<file path="src/rtl/serial_add8.sv">
// serial_add8 -- bit-serial adder controller.
//
// Takes two parallel WIDTH-bit operands on a start pulse, pushes them
// LSB-first through a 1-bit full adder (two half_add cells plus an OR),
// keeps the inter-bit carry in a flip-flop and rebuilds the parallel sum.
//
// Ports:
//   clk    in   1      system clock, rising edge
//   rst    in   1      asynchronous active-high reset
//   start  in   1      request pulse, sampled only in IDLE or DONE
//   sub    in   1      (only with SERIAL_ADD_SUB_EN) 1 = a-b, sampled with start
//   a, b   in   WIDTH  operands, sampled on the start-accept edge only
//   sum    out  WIDTH  registered result, held until the next result
//   cout   out  1      registered carry-out of the MSB (no-borrow when subtracting)
//   busy   out  1      high exactly while the FSM is in RUN
//   done   out  1      one-cycle pulse: sum/cout were just written
//
// Handshake: a request is accepted on any rising edge where start=1 and the
// FSM is in IDLE or DONE; start in RUN is dropped, never queued. Each
// accepted request yields exactly one done pulse WIDTH+1 cycles later,
// unless rst intervenes, in which case it yields nothing.
//
// Optional feature macro: SERIAL_ADD_SUB_EN (adds the sub input).

module half_add (
    input  logic a_i,
    input  logic b_i,
    output logic s_o,
    output logic c_o
);
    assign s_o = a_i ^ b_i;
    assign c_o = a_i & b_i;
endmodule

module serial_add8 #(
    parameter int WIDTH = 8
) (
    input  logic             clk,
    input  logic             rst,
    input  logic             start,
`ifdef SERIAL_ADD_SUB_EN
    input  logic             sub,
`endif
    input  logic [WIDTH-1:0] a,
    input  logic [WIDTH-1:0] b,
    output logic [WIDTH-1:0] sum,
    output logic             cout,
    output logic             busy,
    output logic             done
);
    localparam int CW = $clog2(WIDTH);

    typedef enum logic [1:0] {
        S_IDLE = 2'd0,
        S_RUN  = 2'd1,
        S_DONE = 2'd2
    } state_t;

    state_t           state_q, state_d;
    logic [WIDTH-1:0] a_sh_q, a_sh_d;
    logic [WIDTH-1:0] b_sh_q, b_sh_d;
    logic [WIDTH-1:0] r_sh_q, r_sh_d;
    logic [WIDTH-1:0] sum_q, sum_d;
    logic [CW-1:0]    cnt_q, cnt_d;
    logic             carry_q, carry_d;
    logic             cout_q, cout_d;
    logic             busy_q, busy_d;
    logic             done_q, done_d;

    logic accept;
    logic last_bit;
    logic load_inv;
    logic ha0_s, ha0_c, ha1_s, ha1_c;
    logic carry_new;

    // Subtraction is a + ~b + 1: invert B on load and preset the carry.
`ifdef SERIAL_ADD_SUB_EN
    assign load_inv = sub;
`else
    assign load_inv = 1'b0;
`endif

    assign accept   = start && ((state_q == S_IDLE) || (state_q == S_DONE));
    assign last_bit = (cnt_q == CW'(WIDTH - 1));

    // Full adder on the current LSBs and the stored carry.
    half_add u_ha0 (
        .a_i (a_sh_q[0]),
        .b_i (b_sh_q[0]),
        .s_o (ha0_s),
        .c_o (ha0_c)
    );

    half_add u_ha1 (
        .a_i (ha0_s),
        .b_i (carry_q),
        .s_o (ha1_s),
        .c_o (ha1_c)
    );

    assign carry_new = ha0_c | ha1_c;

    // State register
    always_ff @(posedge clk or posedge rst) begin
        if (rst) begin
            state_q <= S_IDLE;
        end else begin
            state_q <= state_d;
        end
    end

    // Next-state logic
    always_comb begin
        state_d = state_q;
        case (state_q)
            S_IDLE:  if (accept) state_d = S_RUN;
            S_RUN:   if (last_bit) state_d = S_DONE;
            S_DONE:  state_d = accept ? S_RUN : S_IDLE;
            default: state_d = S_IDLE;
        endcase
    end

    // Output / datapath next values; all outputs leave through registers.
    always_comb begin
        a_sh_d  = a_sh_q;
        b_sh_d  = b_sh_q;
        r_sh_d  = r_sh_q;
        sum_d   = sum_q;
        cnt_d   = cnt_q;
        carry_d = carry_q;
        cout_d  = cout_q;
        busy_d  = (state_d == S_RUN);
        done_d  = (state_d == S_DONE);

        if (accept) begin
            a_sh_d  = a;
            b_sh_d  = load_inv ? ~b : b;
            carry_d = load_inv;
            cnt_d   = '0;
        end else if (state_q == S_RUN) begin
            a_sh_d  = a_sh_q >> 1;
            b_sh_d  = b_sh_q >> 1;
            r_sh_d  = {ha1_s, r_sh_q[WIDTH-1:1]};
            carry_d = carry_new;
            cnt_d   = cnt_q + CW'(1);
            // The final bit goes straight into sum alongside the shifted bits.
            if (last_bit) begin
                sum_d  = {ha1_s, r_sh_q[WIDTH-1:1]};
                cout_d = carry_new;
            end
        end
    end

    always_ff @(posedge clk or posedge rst) begin
        if (rst) begin
            a_sh_q  <= '0;
            b_sh_q  <= '0;
            r_sh_q  <= '0;
            sum_q   <= '0;
            cnt_q   <= '0;
            carry_q <= 1'b0;
            cout_q  <= 1'b0;
            busy_q  <= 1'b0;
            done_q  <= 1'b0;
        end else begin
            a_sh_q  <= a_sh_d;
            b_sh_q  <= b_sh_d;
            r_sh_q  <= r_sh_d;
            sum_q   <= sum_d;
            cnt_q   <= cnt_d;
            carry_q <= carry_d;
            cout_q  <= cout_d;
            busy_q  <= busy_d;
            done_q  <= done_d;
        end
    end

    assign sum  = sum_q;
    assign cout = cout_q;
    assign busy = busy_q;
    assign done = done_q;

endmodule

</file>
<file path="config.mk">
export PLATFORM = sky130hd
export DESIGN_NAME = serial_add8
export DESIGN_NICKNAME = d
export VERILOG_FILES = /design/src/rtl/serial_add8.sv
export SDC_FILE = /design/constraint.sdc
export NUM_CORES = 1
export LEC_CHECK = 0
export BUFFER_PORTS_ARGS = -buffer_cell sky130_fd_sc_hd__buf_2
export CORE_MARGIN = 2
export CORE_UTILIZATION = 49
export CTS_BUF_LIST = sky130_fd_sc_hd__clkbuf_4
export DETAILED_ROUTE_END_ITERATION = 7
export PLACE_DENSITY_LB_ADDON = 0.08
export SLEW_MARGIN = 10
export SYNTH_ARGS = -nofsm -noshare
export SYNTH_HDL_FRONTEND = slang
export SYNTH_SLANG_ARGS = --single-unit
</file>
<file path="constraint.sdc">
create_clock -name clk -period 1.9 [get_ports clk]
set_input_delay 0.19 -clock clk [delete_from_list [all_inputs] [get_ports clk]]
set_output_delay 0.19 -clock clk [all_outputs]
set_load 0.05 [all_outputs]
</file>
Yosys cells after proc, flatten, opt, wreduce, memory -nomap -nowiden:

Cells that the tools add are included.

* bitwise logic cells: 6
* reductions and logical operators: 6
* equal/unequal tests: 5
* $add $sub $neg: 1
* mux-type cells: 12

Operators by type and width (number)
* $mux 8: 4
* $mux 3: 2
* $pmux 2 s3: 1
* $eq 2x1->1 const B: 2
* $eq 2x2->1 const B: 2
* $mux 2: 2
* $add 3x1->3 const B: 1
* $eq 3x3->1 const B: 1
* $mux 1: 3
* $reduce_and 3->1: 1
* $and 1x1->1: 2
* $logic_not 2->1: 1
* $reduce_and 2->1: 1
* $reduce_bool 2->1: 1
* $xor 1x1->1: 2
* $logic_and 1x1->1: 1
* $logic_or 1x1->1: 1
* $not 1->1: 1
* $or 1x1->1: 1

* output and inout port bits: 11
* input bits: 19
* bits in registers: 41
* word-level logic and storage cells: 40

Depth between registers and ports, before layout:

* depth after elaboration: 6
* gate-level depth with buffers: 6
* gate-level depth less buffers: 5

Cells and area by module:

From an unflattened synthesis, not the netlist that was laid out.

* cells, all modules: 150
* area total of the unflattened synthesis: 1687.9 um^2

Modules (own cells, without submodules)
* serial_add8: area each 1662.8 um^2, cells each 148, sequential area each 1001.0 um^2, instances 1
* half_add: area each 12.5 um^2, cells each 1, sequential area each 0.0 um^2, instances 2

Least setup slack after synthesis:

OpenSTA, ideal clock, no wires.

* path kind: register to register
* from: register cnt_q[0]
* to: register sum_q[0], in the netlist sum[0]
* setup time: 125 ps
* stages on the path, launching flop included: 6
* data required time: 1775 ps
* data arrival time: 1326 ps
* path buffers: 1
* slack: 449 ps
* path through: dfrtp_1 ha_1 ha_1 nand3b_4 buf_6 mux2_4

* word-level cells in the longest chain between the ends: 2

RTL lines
* start, declared: line 64 `logic [CW-1:0] cnt_q, cnt_d;`
* start signal, assigned: line 170 `cnt_q <= cnt_d;`
* $eq 3x3->1: line 84 `assign last_bit = (cnt_q == CW'(WIDTH - 1));`
* $reduce_and 3->1 (no source line)
* end signal, assigned: line 169 `sum_q <= sum_d;`
* end, declared: line 63 `logic [WIDTH-1:0] sum_q, sum_d;`

No other way between the ends.
A chain may end at the register's enable or synchronous reset.

Worst setup path after layout:

* from: register cnt_q[0]
* to: register sum_q[4], in the netlist sum[4]

The elaborated chain is that of the path after synthesis.

==> reports/results.env <==
VDD_IR_DROP_MAX_mV=0.910
SEQUENTIAL_SHARE_OF_POWER=0.432
MAPPEDNETLISTNETS=170
PLACEMENT.CELL_AREA_UM2=1870
POWER.LEAKAGE_nW=0.982
CLOCK_TREE.ROOT_CELL='sky130_fd_sc_hd__clkbuf_4'
POST_SYNTH_INST_COUNT=148
MAX-CAP-VIOLATIONS=0
TIMING.CRITICAL_PATH.TO_TYPE='flop'
BUFFERS_ADDED_ON_PORTS=29
WORST_HOLD_PATH.ENDPOINT='b_sh_q[7]$_DFFE_PP0P_'
FP.COREAREA_UM2=3360
MAXSLEWVIOLCOUNT=0
YOSYS-TOP-CELLS-AREA='sky130_fd_sc_hd__dfrtp_1 58%, sky130_fd_sc_hd__nand2_1 4.8%, sky130_fd_sc_hd__o22ai_1 4.0%'
POWER_SWITCHING_mW=1.50
WORST_SKEW_PAIR.LATE_LATENCY_NS=0.35
HOLDPATHSTAGES=2
VIA_COUNT_OF_THE_FIRST_GLOBAL_ROUTING_PASS=1210
CRITICAL_PATH_CELL_SEQUENCE='ha_1 -> ha_1 -> nand3b_4 -> mux2_2'
TIMING.RR.END='sum[4]$_DFFE_PP0P_'
CTS_BUFFERS=5
OUTCOME='completed'
ROUTEDWLPERCELL_UM=14.2
DRCVIOLATIONCOUNT=0
SWITCHING_SHARE=0.427
WORSTMARGINPINSLEW_NS=0.510
COUNT_OF_CLOCK_TREE_SINKS=40
CLOCK_PATH_BUFFERS=2
WORSTHOLDSTART='b[7]'
DIE_WIDTH_UM=63.3
GROUTE.USAGE.OVERALL=0.183
REMAINING_MAX_SLEW_BUDGET_AT_THE_TIGHTEST_PIN=0.660
CRITICAL_PATH_REQUIRED_NS=2.14
DR_TOTAL_VIAS=1188
RSZ0062_AT_GRT='no'
DETAILEDPLACEMENTHPWL_UM=2170
CP_DATA_ARRIVAL_TIME_NS=1.76
WIRE_LENGTH_OF_THE_FIRST_GLOBAL_ROUTING_PASS_UM=5670
SYNTH.TOP_CELL.AREA_SHARE=0.581
SETUP_TOTAL_NEGATIVE_SLACK_NS=0
IOS=30
LAYOUT.CELL_AREA.NON_FILLER_UM2=1930
MULTI_INPUT_AREA_UM2=619
FINALSETUPVIOLATIONS=0
VIA_PER_INST=5.26
HEIGHT_OF_THE_DIE_UM=63.3
CRITICAL_PATH_FANOUTS_MAX=13
H-TREE-DEPTH=2
HOLDCRITPATHCLASS='in2reg'
SYNTH.YOSYS.WARNINGS=0
LENGTH_IN_CELLS_OF_THE_WORST_REG_TO_REG_PATH=4
DIEAREA_UM2=4010
POST_SYNTHESIS_REGISTER_BIT_COUNT=40
ROUTED_WIRELENGTH_UM=3210
TIMING.FINAL.CRIT_PERIOD_NS=1.52
FLOORPLAN.INITIALDENSITY=0.513
TIMING.CRITICAL_PATH.MODE_CELL='sky130_fd_sc_hd__ha_1'
CLOCK_POWER_SHARE=0.124
LARGEST_NET_DEGREE_AT_THE_START_OF_GLOBAL_ROUTING=41
CRITICAL_PATH.N_BUFFERS_INVERTERS=0
ROUTE.ANTENNA.REMAINING_NETS=0
SYNTHDISTINCTLIBCELLS=29
DRIVE_ABOVE_1_SHARE=0.289
CELLPOWERDENSITY_nW_PER_UM2=1810
P_INT_mW=2.01
FMAX_MHz=657
FILLCELLCOUNT=330
FINAL_WORST_PATH_CYCLE_SHARE=0.801
CTS.REPAIR_TIMING.SETUP_BUFFER_COUNT=0
FINAL_CORE_UTILIZATION=0.575
SYNTH.YOSYS.SEQ_AREA_SHARE=0.581
TIMING_WORST_SETUP_PATH_TYPE='reg2reg'
MAX_CLOCK_SKEW_NS=0.00721
SYNTH.AVG_CELL_AREA_UM2=11.6
CRIT_PATH_TOP_DELAY_CELL='sky130_fd_sc_hd__dfrtp_1'
REGAREA_UM2=1000
R2R_SLACK_NS=0.38
CLK_TRANSITION_REPORTED_PATHS_NS=0.11
CRIT_PATH_MAX_INCR_DELAY_NS=0.42
SYNTH_AREA_UM2=1720
DETAIL_ROUTE.ITER0.VIOLATIONS=89
STARTPOINT_TYPE='flop'
PLACE_CONGESTION=0.703
WORST_HOLD_SLACK_NS=0.0643
ROW_COUNT=21
FINALNETCOUNT=201
GRT_REMAINING_OVERFLOW=0
CP_TOP_FAMILY='adder cells'
ANTENNA_FOUND_INITIAL=0
RR_STARTPOINT='cnt_q[0]$_DFFE_PP0P_'
SHARE_COMB_OF_TOTAL_POWER=0.444
AREA_GROWTH_PCT=12.2
N_ANTENNA_CELL=0
HOLD_VIOL=0
TRITONCTS='built'
POST-SYNTH-TOP-AREA-CELL='sky130_fd_sc_hd__dfrtp_1'
DR.PASS1.ITERS=4
==> cell usage in the layout (no fill, tap or decap), drive strengths merged <==
cell / n
a22oi: 1
buf: 32
fa: 1
clkbuf: 7
a22o: 5
dfrtp: 40
nor2b: 4
mux2i: 2
o21ai: 5
nand2b: 2
o2bb2ai: 1
nor3: 9
o22ai: 11
mux2: 8
nand3b: 1
inv: 6
nand3: 1
nand2: 22
ha: 2
clkinv: 1
a21oi: 4
a211oi: 2
dlygate4sd3: 1
xnor2: 1
nor2: 11
==> stage by stage <==
step	instances	total power [mW]	worst slack [ns]
2_1_floorplan	148	2.78	0.449
3_3_place_gp	217	3.02	0.424
3_5_place_dp	217	3.11	0.372
4_1_cts	226	3.54	0.362
5_1_grt	226	3.78	0.291
6_report	226	3.51	0.379
==> how the worst max path moves through the flow <==
stage                               startpoint                    end  cells past startpoint  slack (ns)
after detailed placement  cnt_q[0]$_DFFE_PP0P_     sum[4]$_DFFE_PP0P_                      4        0.37
final                     cnt_q[0]$_DFFE_PP0P_     sum[4]$_DFFE_PP0P_                      4        0.38
after global routing      state_q[0]$_DFF_PP0_  b_sh_q[0]$_DFFE_PP0P_                      3        0.29
after CTS                 cnt_q[0]$_DFFE_PP0P_     sum[4]$_DFFE_PP0P_                      4        0.36
after floorplan           cnt_q[0]$_DFFE_PP0P_     sum[0]$_DFFE_PP0P_                      5        0.45
after global placement    cnt_q[0]$_DFFE_PP0P_     sum[5]$_DFFE_PP0P_                      4        0.42
==> what timing repair did <==
item	CTS	global route
hold endpoints to repair	40	0
resized for setup	0	0
hold buffers	1	0
==> worst reg2reg max path: cells and delay by family, from the launching register on <==
| family | cells | cell delay [ns] |
|---|---|---|
| adder cells (fa/ha/maj) | 2 | 0.44 |
| flip-flops | 1 | 0.42 |
| multiplexers | 1 | 0.37 |
| AND/OR/NAND/NOR | 1 | 0.20 |
==> registers in the layout, indices dropped and copies added, names as in the netlist <==
signal / cells
cout: 1
done: 1
cnt_q: 3
busy: 1
sum: 8
carry_q: 1
state_q: 2
b_sh_q: 8
a_sh_q: 8
r_sh_q: 7
==> power by group through the flow <==
stage / combinational, mW / sequential, mW / clock [mW]
finish: 1.56 / 1.52 / 0.435
global placement: 1.52 / 1.50 / 0
detailed placement: 1.57 / 1.54 / 0
global route: 1.73 / 1.57 / 0.488
floorplan: 0.989 / 1.80 / 0
CTS: 1.58 / 1.52 / 0.439
==> logic make-up after synthesis <==
logic type / after synthesis / share of synthesized area
buf+inv: 15 / 0.0602
mux: 10 / 0.0726
compound gates: 29 / 0.110
simple gates: 50 / 0.146
flops: 40 / 0.581
fa+ha+maj: 3 / 0.0261
xor+xnor: 1 / 0.00508
==> metal layers <==
metal | up-vias | GRT usage | part of all wire
met5 | - | 0 | 0
met4 | 0 | 0.0571 | 0.015
met3 | 7 | 0.0518 | 0.049
met2 | 37 | 0.295 | 0.48
met1 | 577 | 0.240 | 0.45
li1 | 567 | - | -
==> cell usage after synthesis <==
cell	number
sky130_fd_sc_hd__a211oi_1	2
sky130_fd_sc_hd__a21oi_1	4
sky130_fd_sc_hd__a22o_1	5
sky130_fd_sc_hd__a22oi_1	1
sky130_fd_sc_hd__buf_2	2
sky130_fd_sc_hd__buf_4	2
sky130_fd_sc_hd__buf_6	5
sky130_fd_sc_hd__dfrtp_1	40
sky130_fd_sc_hd__fa_1	1
sky130_fd_sc_hd__ha_1	2
sky130_fd_sc_hd__inv_1	6
sky130_fd_sc_hd__mux2_2	4
sky130_fd_sc_hd__mux2_4	4
sky130_fd_sc_hd__mux2i_1	2
sky130_fd_sc_hd__nand2_1	22
sky130_fd_sc_hd__nand2b_2	1
sky130_fd_sc_hd__nand2b_4	1
sky130_fd_sc_hd__nand3_1	1
sky130_fd_sc_hd__nand3b_4	1
sky130_fd_sc_hd__nor2_1	10
sky130_fd_sc_hd__nor2_2	1
sky130_fd_sc_hd__nor2b_1	3
sky130_fd_sc_hd__nor2b_4	1
sky130_fd_sc_hd__nor3_1	9
sky130_fd_sc_hd__o21ai_0	4
sky130_fd_sc_hd__o21ai_1	1
sky130_fd_sc_hd__o22ai_1	11
sky130_fd_sc_hd__o2bb2ai_1	1
sky130_fd_sc_hd__xnor2_1	1
==> final cells by class <==
| type | count | area share |
|---|---|---|
| sequential | 40 | 0.517 |
| multi-input combinational | 93 | 0.320 |
| timing repair buffer | 33 | 0.0918 |
| tap | 46 | 0.0298 |
| clock buffer | 7 | 0.0272 |
| inverter | 6 | 0.0116 |
| clock inverter | 1 | 0.00194 |
(Power assumes the default switching activity.)
